===== src/rtl/uart_pkg.sv =====
// Shared UART definitions: receiver FSM states, status bit positions, baud divisor helper.
// Used by both the receiver and the transmitter.
package uart_pkg;

   typedef enum logic [1:0] {
      IDLE,
      START,
      DATA,
      STOP
   } rx_state_e;

   localparam int STAT_RX_VALID  = 0;
   localparam int STAT_FULL      = 1;
   localparam int STAT_OVERRUN   = 2;
   localparam int STAT_FRAME_ERR = 3;

   function automatic int clks_per_bit(input int freq, input int baud);
      return freq / baud;
   endfunction

endpackage


===== src/rtl/uart_rx_mmio_if.sv =====
// Core-side MMIO read port of the UART receiver; the core is master, the receiver is slave.
// Read data and hit are combinational from the address; no backpressure.
interface uart_rx_mmio_if;
   logic [15:0] mmio_addr;
   logic        mmio_read;
   logic [7:0]  mmio_rdata;
   logic        mmio_hit;

   modport master (output mmio_addr, output mmio_read, input mmio_rdata, input mmio_hit);
   modport slave  (input mmio_addr, input mmio_read, output mmio_rdata, output mmio_hit);
endinterface


===== src/rtl/uart_rx_fifo.sv =====
// Synchronous FIFO with combinational head; push and pop take effect at the clock edge.
// A pop of a full FIFO frees the slot for a same-cycle push; a pop of an empty FIFO is ignored.
module uart_rx_fifo #(
   parameter int DEPTH = 4,
   parameter int WIDTH = 8
) (
   input  logic             clock,
   input  logic             reset,
   input  logic             push_i,
   input  logic             pop_i,
   input  logic [WIDTH-1:0] data_i,
   output logic [WIDTH-1:0] head_o,
   output logic             full_o,
   output logic             empty_o
);

   localparam int AW = (DEPTH > 1) ? $clog2(DEPTH) : 1;

   logic [WIDTH-1:0] mem_q [DEPTH];
   logic [AW-1:0]    wr_ptr_q;
   logic [AW-1:0]    rd_ptr_q;
   logic [AW:0]      count_q;
   logic             do_push;
   logic             do_pop;

   assign empty_o = (count_q == '0);
   assign full_o  = (count_q == (AW+1)'(DEPTH));
   assign do_pop  = pop_i && !empty_o;
   assign do_push = push_i && (!full_o || do_pop);
   assign head_o  = mem_q[rd_ptr_q];

   always_ff @(posedge clock) begin
      if (do_push) begin
         mem_q[wr_ptr_q] <= data_i;
      end
   end

   // Pointers wrap naturally because DEPTH is a power of two.
   always_ff @(posedge clock or negedge reset) begin
      if (!reset) begin
         wr_ptr_q <= '0;
         rd_ptr_q <= '0;
         count_q  <= '0;
      end else begin
         if (do_push) wr_ptr_q <= wr_ptr_q + AW'(1);
         if (do_pop)  rd_ptr_q <= rd_ptr_q + AW'(1);
         case ({do_push, do_pop})
            2'b10:   count_q <= count_q + (AW+1)'(1);
            2'b01:   count_q <= count_q - (AW+1)'(1);
            default: count_q <= count_q;
         endcase
      end
   end

endmodule


===== src/rtl/uart_rx_mmio.sv =====
// 8N1 UART receiver feeding a small FIFO, read through DATA/STATUS MMIO addresses.
// Byte lands in the FIFO at the edge ending the stop bit; a full FIFO drops it and flags overrun.
module uart_rx_mmio
   import uart_pkg::*;
#(
   parameter int          CLK_FREQ    = 27_000_000,
   parameter int          BAUD        = 115_200,
   parameter logic [15:0] DATA_ADDR   = 16'hFF10,
   parameter logic [15:0] STATUS_ADDR = 16'hFF11,
   parameter int          FIFO_DEPTH  = 4
) (
   input  logic           clock,
   input  logic           reset,
   input  logic           rx,
   uart_rx_mmio_if.slave  bus,
   output logic           rx_valid
);

   localparam int CPB = clks_per_bit(CLK_FREQ, BAUD);
   localparam int CW  = (CPB > 1) ? $clog2(CPB) : 1;
   localparam logic [CW-1:0] CNT_LAST = CW'(CPB - 1);
   localparam logic [CW-1:0] CNT_HALF = CW'(CPB / 2 - 1);

   logic          rx_meta_q;
   logic          rxs_q;
   rx_state_e     state_q;
   logic [CW-1:0] cnt_q;
   logic [2:0]    bit_idx_q;
   logic [7:0]    shift_q;
   logic          overrun_q, overrun_d;
   logic          frame_err_q, frame_err_d;

   logic          stop_done, push_req, pop_req, stat_clr;
   logic          data_sel, stat_sel;
   logic          fifo_full, fifo_empty;
   logic [7:0]    fifo_head;
   logic [7:0]    status_byte;

   always_ff @(posedge clock or negedge reset) begin
      if (!reset) begin
         rx_meta_q <= 1'b1;
         rxs_q     <= 1'b1;
      end else begin
         rx_meta_q <= rx;
         rxs_q     <= rx_meta_q;
      end
   end

   always_ff @(posedge clock or negedge reset) begin
      if (!reset) begin
         state_q   <= IDLE;
         cnt_q     <= '0;
         bit_idx_q <= '0;
         shift_q   <= '0;
      end else begin
         case (state_q)
            IDLE: begin
               if (!rxs_q) begin
                  cnt_q   <= '0;
                  state_q <= START;
               end
            end
            // Mid-start-bit re-check rejects line glitches.
            START: begin
               if (cnt_q == CNT_HALF) begin
                  cnt_q     <= '0;
                  bit_idx_q <= '0;
                  state_q   <= rxs_q ? IDLE : DATA;
               end else begin
                  cnt_q <= cnt_q + CW'(1);
               end
            end
            DATA: begin
               if (cnt_q == CNT_LAST) begin
                  cnt_q     <= '0;
                  shift_q   <= {rxs_q, shift_q[7:1]};
                  bit_idx_q <= bit_idx_q + 3'd1;
                  if (bit_idx_q == 3'd7) state_q <= STOP;
               end else begin
                  cnt_q <= cnt_q + CW'(1);
               end
            end
            STOP: begin
               if (cnt_q == CNT_LAST) begin
                  cnt_q   <= '0;
                  state_q <= IDLE;
               end else begin
                  cnt_q <= cnt_q + CW'(1);
               end
            end
            default: state_q <= IDLE;
         endcase
      end
   end

   assign data_sel  = (bus.mmio_addr == DATA_ADDR);
   assign stat_sel  = (bus.mmio_addr == STATUS_ADDR);
   assign pop_req   = bus.mmio_read && data_sel;
   assign stat_clr  = bus.mmio_read && stat_sel;
   assign stop_done = (state_q == STOP) && (cnt_q == CNT_LAST);
   assign push_req  = stop_done && rxs_q;

   // A same-cycle pop of a full FIFO makes room, so only an unrelieved full FIFO overruns.
   assign overrun_d   = (push_req && fifo_full && !pop_req) || (overrun_q && !stat_clr);
   assign frame_err_d = (stop_done && !rxs_q) || (frame_err_q && !stat_clr);

   always_ff @(posedge clock or negedge reset) begin
      if (!reset) begin
         overrun_q   <= 1'b0;
         frame_err_q <= 1'b0;
      end else begin
         overrun_q   <= overrun_d;
         frame_err_q <= frame_err_d;
      end
   end

   uart_rx_fifo #(
      .DEPTH (FIFO_DEPTH),
      .WIDTH (8)
   ) u_fifo (
      .clock   (clock),
      .reset   (reset),
      .push_i  (push_req),
      .pop_i   (pop_req),
      .data_i  (shift_q),
      .head_o  (fifo_head),
      .full_o  (fifo_full),
      .empty_o (fifo_empty)
   );

   always_comb begin
      status_byte                 = 8'h00;
      status_byte[STAT_RX_VALID]  = !fifo_empty;
      status_byte[STAT_FULL]      = fifo_full;
      status_byte[STAT_OVERRUN]   = overrun_q;
      status_byte[STAT_FRAME_ERR] = frame_err_q;
   end

   always_comb begin
      bus.mmio_rdata = 8'h00;
      if (data_sel && !fifo_empty) begin
         bus.mmio_rdata = fifo_head;
      end else if (stat_sel) begin
         bus.mmio_rdata = status_byte;
      end
   end

   assign bus.mmio_hit = data_sel || stat_sel;
   assign rx_valid     = !fifo_empty;

endmodule


===== src/flat_wrapper.sv =====
// flat-port wrapper written by rule: the top's interface ports become plain ports
module uart_rx_mmio_flat import uart_pkg::*;
#(
   parameter int          CLK_FREQ    = 27_000_000,
   parameter int          BAUD        = 115_200,
   parameter logic [15:0] DATA_ADDR   = 16'hFF10,
   parameter logic [15:0] STATUS_ADDR = 16'hFF11,
   parameter int          FIFO_DEPTH  = 4
)
  (clock, reset, rx, rx_valid, bus_mmio_addr, bus_mmio_read, bus_mmio_rdata, bus_mmio_hit);
  uart_rx_mmio_if bus_i ();
  input  logic clock;
  input  logic reset;
  input  logic rx;
  output logic rx_valid;
  input wire logic [$bits(bus_i.mmio_addr)-1:0] bus_mmio_addr;
  input wire logic [$bits(bus_i.mmio_read)-1:0] bus_mmio_read;
  output wire logic [$bits(bus_i.mmio_rdata)-1:0] bus_mmio_rdata;
  output wire logic [$bits(bus_i.mmio_hit)-1:0] bus_mmio_hit;
  assign bus_i.mmio_addr = bus_mmio_addr;
  assign bus_i.mmio_read = bus_mmio_read;
  assign bus_mmio_rdata = bus_i.mmio_rdata;
  assign bus_mmio_hit = bus_i.mmio_hit;
  uart_rx_mmio #(.CLK_FREQ(CLK_FREQ), .BAUD(BAUD), .DATA_ADDR(DATA_ADDR), .STATUS_ADDR(STATUS_ADDR), .FIFO_DEPTH(FIFO_DEPTH)) u_core (.clock(clock), .reset(reset), .rx(rx), .bus(bus_i), .rx_valid(rx_valid));
endmodule

===== config.mk =====
export PLATFORM = sky130hd
export DESIGN_NAME = uart_rx_mmio_flat
export DESIGN_NICKNAME = d
export VERILOG_FILES = /design/src/rtl/uart_pkg.sv /design/src/rtl/uart_rx_mmio_if.sv /design/src/rtl/uart_rx_fifo.sv /design/src/rtl/uart_rx_mmio.sv /design/src/flat_wrapper.sv
export SDC_FILE = /design/constraint.sdc
export NUM_CORES = 1
export LEC_CHECK = 0
export ABC_AREA = 1
export CAP_MARGIN = 25
export CORE_UTILIZATION = 35
export CTS_CLUSTER_SIZE = 40
export DETAILED_ROUTE_END_ITERATION = 10
export GPL_ROUTABILITY_DRIVEN = 0
export PLACE_DENSITY = 0.57
export REMOVE_ABC_BUFFERS = 1
export SLEW_MARGIN = 20
export SYNTH_ARGS = -nofsm -noshare
export SYNTH_HDL_FRONTEND = slang
export SYNTH_SLANG_ARGS = --single-unit

===== constraint.sdc =====
create_clock -name clock -period 1.9 [get_ports clock]
set_input_delay 0.38 -clock clock [delete_from_list [all_inputs] [get_ports clock]]
set_output_delay 0.38 -clock clock [all_outputs]
set_load 0.05 [all_outputs]

==> impl_summary.md <==
Yosys
The Yosys warning count is 0. In the post-synthesis netlist, the biggest area contributors are edfxtp_1 (30%), dfrtp_1 (24%), nand2_1 (7.6%). Summing the sequential cell areas from Yosys gives 55.8% of the chip area. edfxtp_1 takes more of the synthesized area than any other cell. The cell area after technology mapping is 0.00316 sq mm. In this run the mean area of a mapped cell was 9.72 sq um. The synthesized design devotes to its leading area cell type 30.4% of total area. In this run, distinct cell masters in the synthesized netlist total 31. The synthesis-stage register bit count is 64. Synthesis produced 325 cells.

Die
The total core area is 0.00872 sq mm. Row generation in the floorplan step produced 34 rows. The die extent in y is 97.0 microns. The area enclosed by the die boundary is 0.00941 sq mm. For this design the top-level I/O count stands at 30. Once the floorplan was initialized, standard cells occupied 36.2% of the core. The die boundary width is 97.0 microns.

Setup path
The maximum fanout along the worst path is 7. The number of cells on the worst reg-to-reg path is 10. The required time of the critical path is 1.52 ns. The destination of the critical timing path is bus_mmio_rdata[6]. The end of the worst register-to-register path is u_core.u_fifo.count_q[2]$_DFFE_PN0P_.

The startpoint of the worst-slack reg-to-reg timing path is u_core.u_fifo.count_q[1]$_DFFE_PN0P_. STA classifies the critical path startpoint as a flop. STA classifies the critical path endpoint as an output port.

The most critical setup path has its startpoint at u_core.u_fifo.rd_ptr_q[0]$_DFFE_PN0P_. The critical path class is flop to output port. For the worst setup path, the data arrival time is 1.57 ns. The setup check on the worst reg-to-reg path leaves a slack of 0.02 ns.

Job
Across the run, the number of max-cap violations was 0.

GRT
Global routing used 25.7% of the available met2 tracks. The via count of the first global-routing pass is 2,505. The met3 routing resource usage after global routing is 5.06%.

The busiest metal layer after global routing is met2. The global-route total usage across every layer is 15.3%. The initial antenna violation count was 0. The first global-routing pass estimated 11,300 microns of wire. Entering global routing, the biggest net connects 33 pins. Global routing used 18.0% of the available met1 tracks. Global routing finished with a remaining overflow of 0.

STA
The slew at the pin with the worst max-slew slack is 0.440 ns. The normalized max-slew margin is 70.6%. The maximum frequency from static timing analysis is 513 MHz.

Setup repair after global routing could not meet its margin everywhere. The smallest clock period supported by the final layout is computed as 1.95 ns. The final max-slew violation count is 0. Between clock sinks in the finished design, the worst skew comes to 0.00444 ns. The period utilization is 103%.

Setup violations remaining at the end of the flow were counted as 8. The hold violation total from the final report is 0. In the post-route analysis, the smallest setup slack over all paths is -0.0477 ns.

Final layout
The finished layout cell area is 0.00450 sq mm. Once layout is complete, the utilization of the core stands at 51.6%. From synthesis to final layout, the design area changed by 42.6%.

The number of cells in the finished layout apart from fillers is 525. The number of antenna diodes in the final layout is 0. The fill cell total of the finished layout is 767. The net count of the finished layout is 448. The fraction of final layout cells with drive strength greater than 1 is 38.1%.

Placed design
Once placement completed, the tool counted placed cells totaling 496. The number of I/O port buffers is 29. The post-DP HPWL is 4410 microns. The post-place instance area is 0.00394 sq mm. The pre-CTS setup slack is -0.695 ns.

Clocking
The number of hold buffers added after CTS is 0. The total number of H-tree levels is 3. The clock transition time at the flip-flop clock pins of the worst setup and hold paths is 0.07 ns. CTS placed an instance of clkbuf_8 at the clock tree root. TritonCTS built the clock tree. The number of buffers added by the clock tree synthesis step is 9. Clock latency on the worst-skew pair, taken at its later pin, is 0.34 ns. The sink count of the clock tree is 64. The longest clock path from root to sink contains 2 buffers.

Drt
The mean number of vias per cell is 4.68. In the final routed layout, each cell accounts on average for 12.5 microns. The post-detailed-routing wire length is 6560 microns. Once detail routing completed, the nets flagged for antenna violations numbered 0.

The count of routing violations after the opening detailed-route iteration is 93. The via count is 2,459. The final routed DRC violation total is 0. The pre-antenna-repair detailed-routing pass consisted of 4 iterations.

Power
Across the VDD grid, the largest voltage drop is 0.330 mV. The analysis attributes to cell leakage a power of 2.01 nW. The total power is 2.84 mW. The power density normalized to cell area is 630 mW/mm^2.

Run status
The checks that failed: negative setup slack. The flow ran to the end, but the final reports show violations.

Min path
The type of the tightest min-delay check is flop to flop.
-- how the worst min path moves through the flow --
stage / startpoint / endpoint / cells past startpoint
6_report: u_core.rx_meta_q$_DFF_PN1_ / u_core.rxs_q$_DFF_PN1_ / 0
5_1_grt: u_core.rx_meta_q$_DFF_PN1_ / u_core.rxs_q$_DFF_PN1_ / 0
3_3_place_gp: u_core.rx_meta_q$_DFF_PN1_ / u_core.rxs_q$_DFF_PN1_ / 0
4_1_cts: u_core.rx_meta_q$_DFF_PN1_ / u_core.rxs_q$_DFF_PN1_ / 0
2_1_floorplan: reset / asynchronous set/reset pin / 0
3_5_place_dp: u_core.rx_meta_q$_DFF_PN1_ / u_core.rxs_q$_DFF_PN1_ / 0
-- metrics by stage --
step / setup TNS, ns / hold slack, ns
2_1_floorplan: -1.75 / 0.0844
3_3_place_gp: -15.54 / 0.347
3_5_place_dp: -16.98 / 0.349
4_1_cts: -0.264 / 0.365
5_1_grt: -1.09 / 0.368
6_report: -0.232 / 0.359
-- registers in the layout, summed over array words and instances (netlist names), named ones only --
| name | flops |
|---|---|
| u_core.frame_err_q | 1 |
| u_core.shift_q | 8 |
| u_core.u_fifo.mem_q | 32 |
| u_core.u_fifo.wr_ptr_q | 2 |
| u_core.rx_meta_q | 1 |
| u_core.rxs_q | 1 |
| u_core.overrun_q | 1 |
| u_core.cnt_q | 8 |
| u_core.u_fifo.count_q | 3 |
| u_core.bit_idx_q | 3 |
| u_core.u_fifo.rd_ptr_q | 2 |
| u_core.state_q | 1 |
-- synth_stat cells --
master	number
o22ai_1	4
buf_2	3
o21bai_1	1
clkbuf_1	2
nand2_2	5
ha_1	15
nand3b_1	1
nand3_1	9
nor2_2	3
o21ai_1	4
o21a_1	1
inv_2	1
a21oi_2	1
nor2_4	5
nand2_1	64
nand2_4	1
edfxtp_1	32
o21ai_0	29
nand4_1	5
o21ai_4	1
xor2_1	6
a21oi_1	10
inv_1	34
dfrtp_1	30
fa_1	1
xnor2_1	3
nor3_1	3
nand3_2	5
dfstp_2	2
nor2_1	43
or2_2	1
-- critical path: stages, from the launching register on --
cell     delay, ns
dfrtp_1       0.39
buf_6         0.15
buf_6         0.12
nor2_1        0.04
nor2_1        0.11
o21ai_2       0.09
a21oi_4       0.17
buf_12        0.15
-- placed cells by master, fill, tap and decap left out, types with 3 or more instances in the layout --
cell             instances
nand2_1                 57
o21ai_1                  6
nor2_1                  33
inv_6                    3
buf_12                  10
ha_1                    12
nor2_4                   9
o21ai_0                 17
a21oi_4                  4
nand3_2                  5
nand4_1                  5
a21oi_1                  5
buf_6                    5
o21ai_2                  9
nand2_2                 12
buf_4                   46
clkbuf_8                 9
edfxtp_1                32
nor2_2                   9
xnor2_1                  3
nand3_1                  8
clkdlybuf4s50_1          3
buf_2                    7
clkdlybuf4s15_1          7
o22ai_1                  3
inv_2                    8
xor2_1                   6
inv_1                   26
dfrtp_1                 29
-- logic make-up (layout without fill, tap and decap cells) --
logic type	count (synthesis)	after routing	synth area share, %
xor+xnor	9	9	2.50
flops	64	64	55.8
fa+ha+maj	16	16	6.57
buf+inv	40	132	4.87
simple gates	145	145	21.3
compound gates	51	51	8.87
-- layout make-up --
| cell class | instances | area [sq um] | area share, % |
|---|---|---|---|
| multi-input combinational | 221 | 1470 | 32.6 |
| timing repair buffer | 81 | 769 | 17.1 |
| clock inverter | 7 | 103 | 2.28 |
| sequential | 64 | 1770 | 39.2 |
| clock buffer | 9 | 124 | 2.75 |
| tap | 108 | 135 | 3.00 |
| inverter | 35 | 139 | 3.08 |
-- repair_timing --
item	CTS	global route
resized for setup	102	25
pin swaps	36	18
endpoints found under the setup margin	43	42
setup buffers	10	3
-- power breakdown --
group / switching, mW / internal [mW] / total [mW]
logic: 0.0340 / 0.0336 / 0.0676
clock network: 0.569 / 0.754 / 1.32
registers: 0.00102 / 1.45 / 1.45
total: 0.604 / 2.24 / 2.84
-- metal layers --
| layer | routed length [microns] | vias to the layer above |
|---|---|---|
| met1 | 2880 | 1154 |
| met4 | 130 | 0 |
| met3 | 294 | 11 |
| li1 | - | 1248 |
| met5 | 0 | - |
| met2 | 3260 | 46 |
No activity file was read; power rests on OpenSTA's default activity.
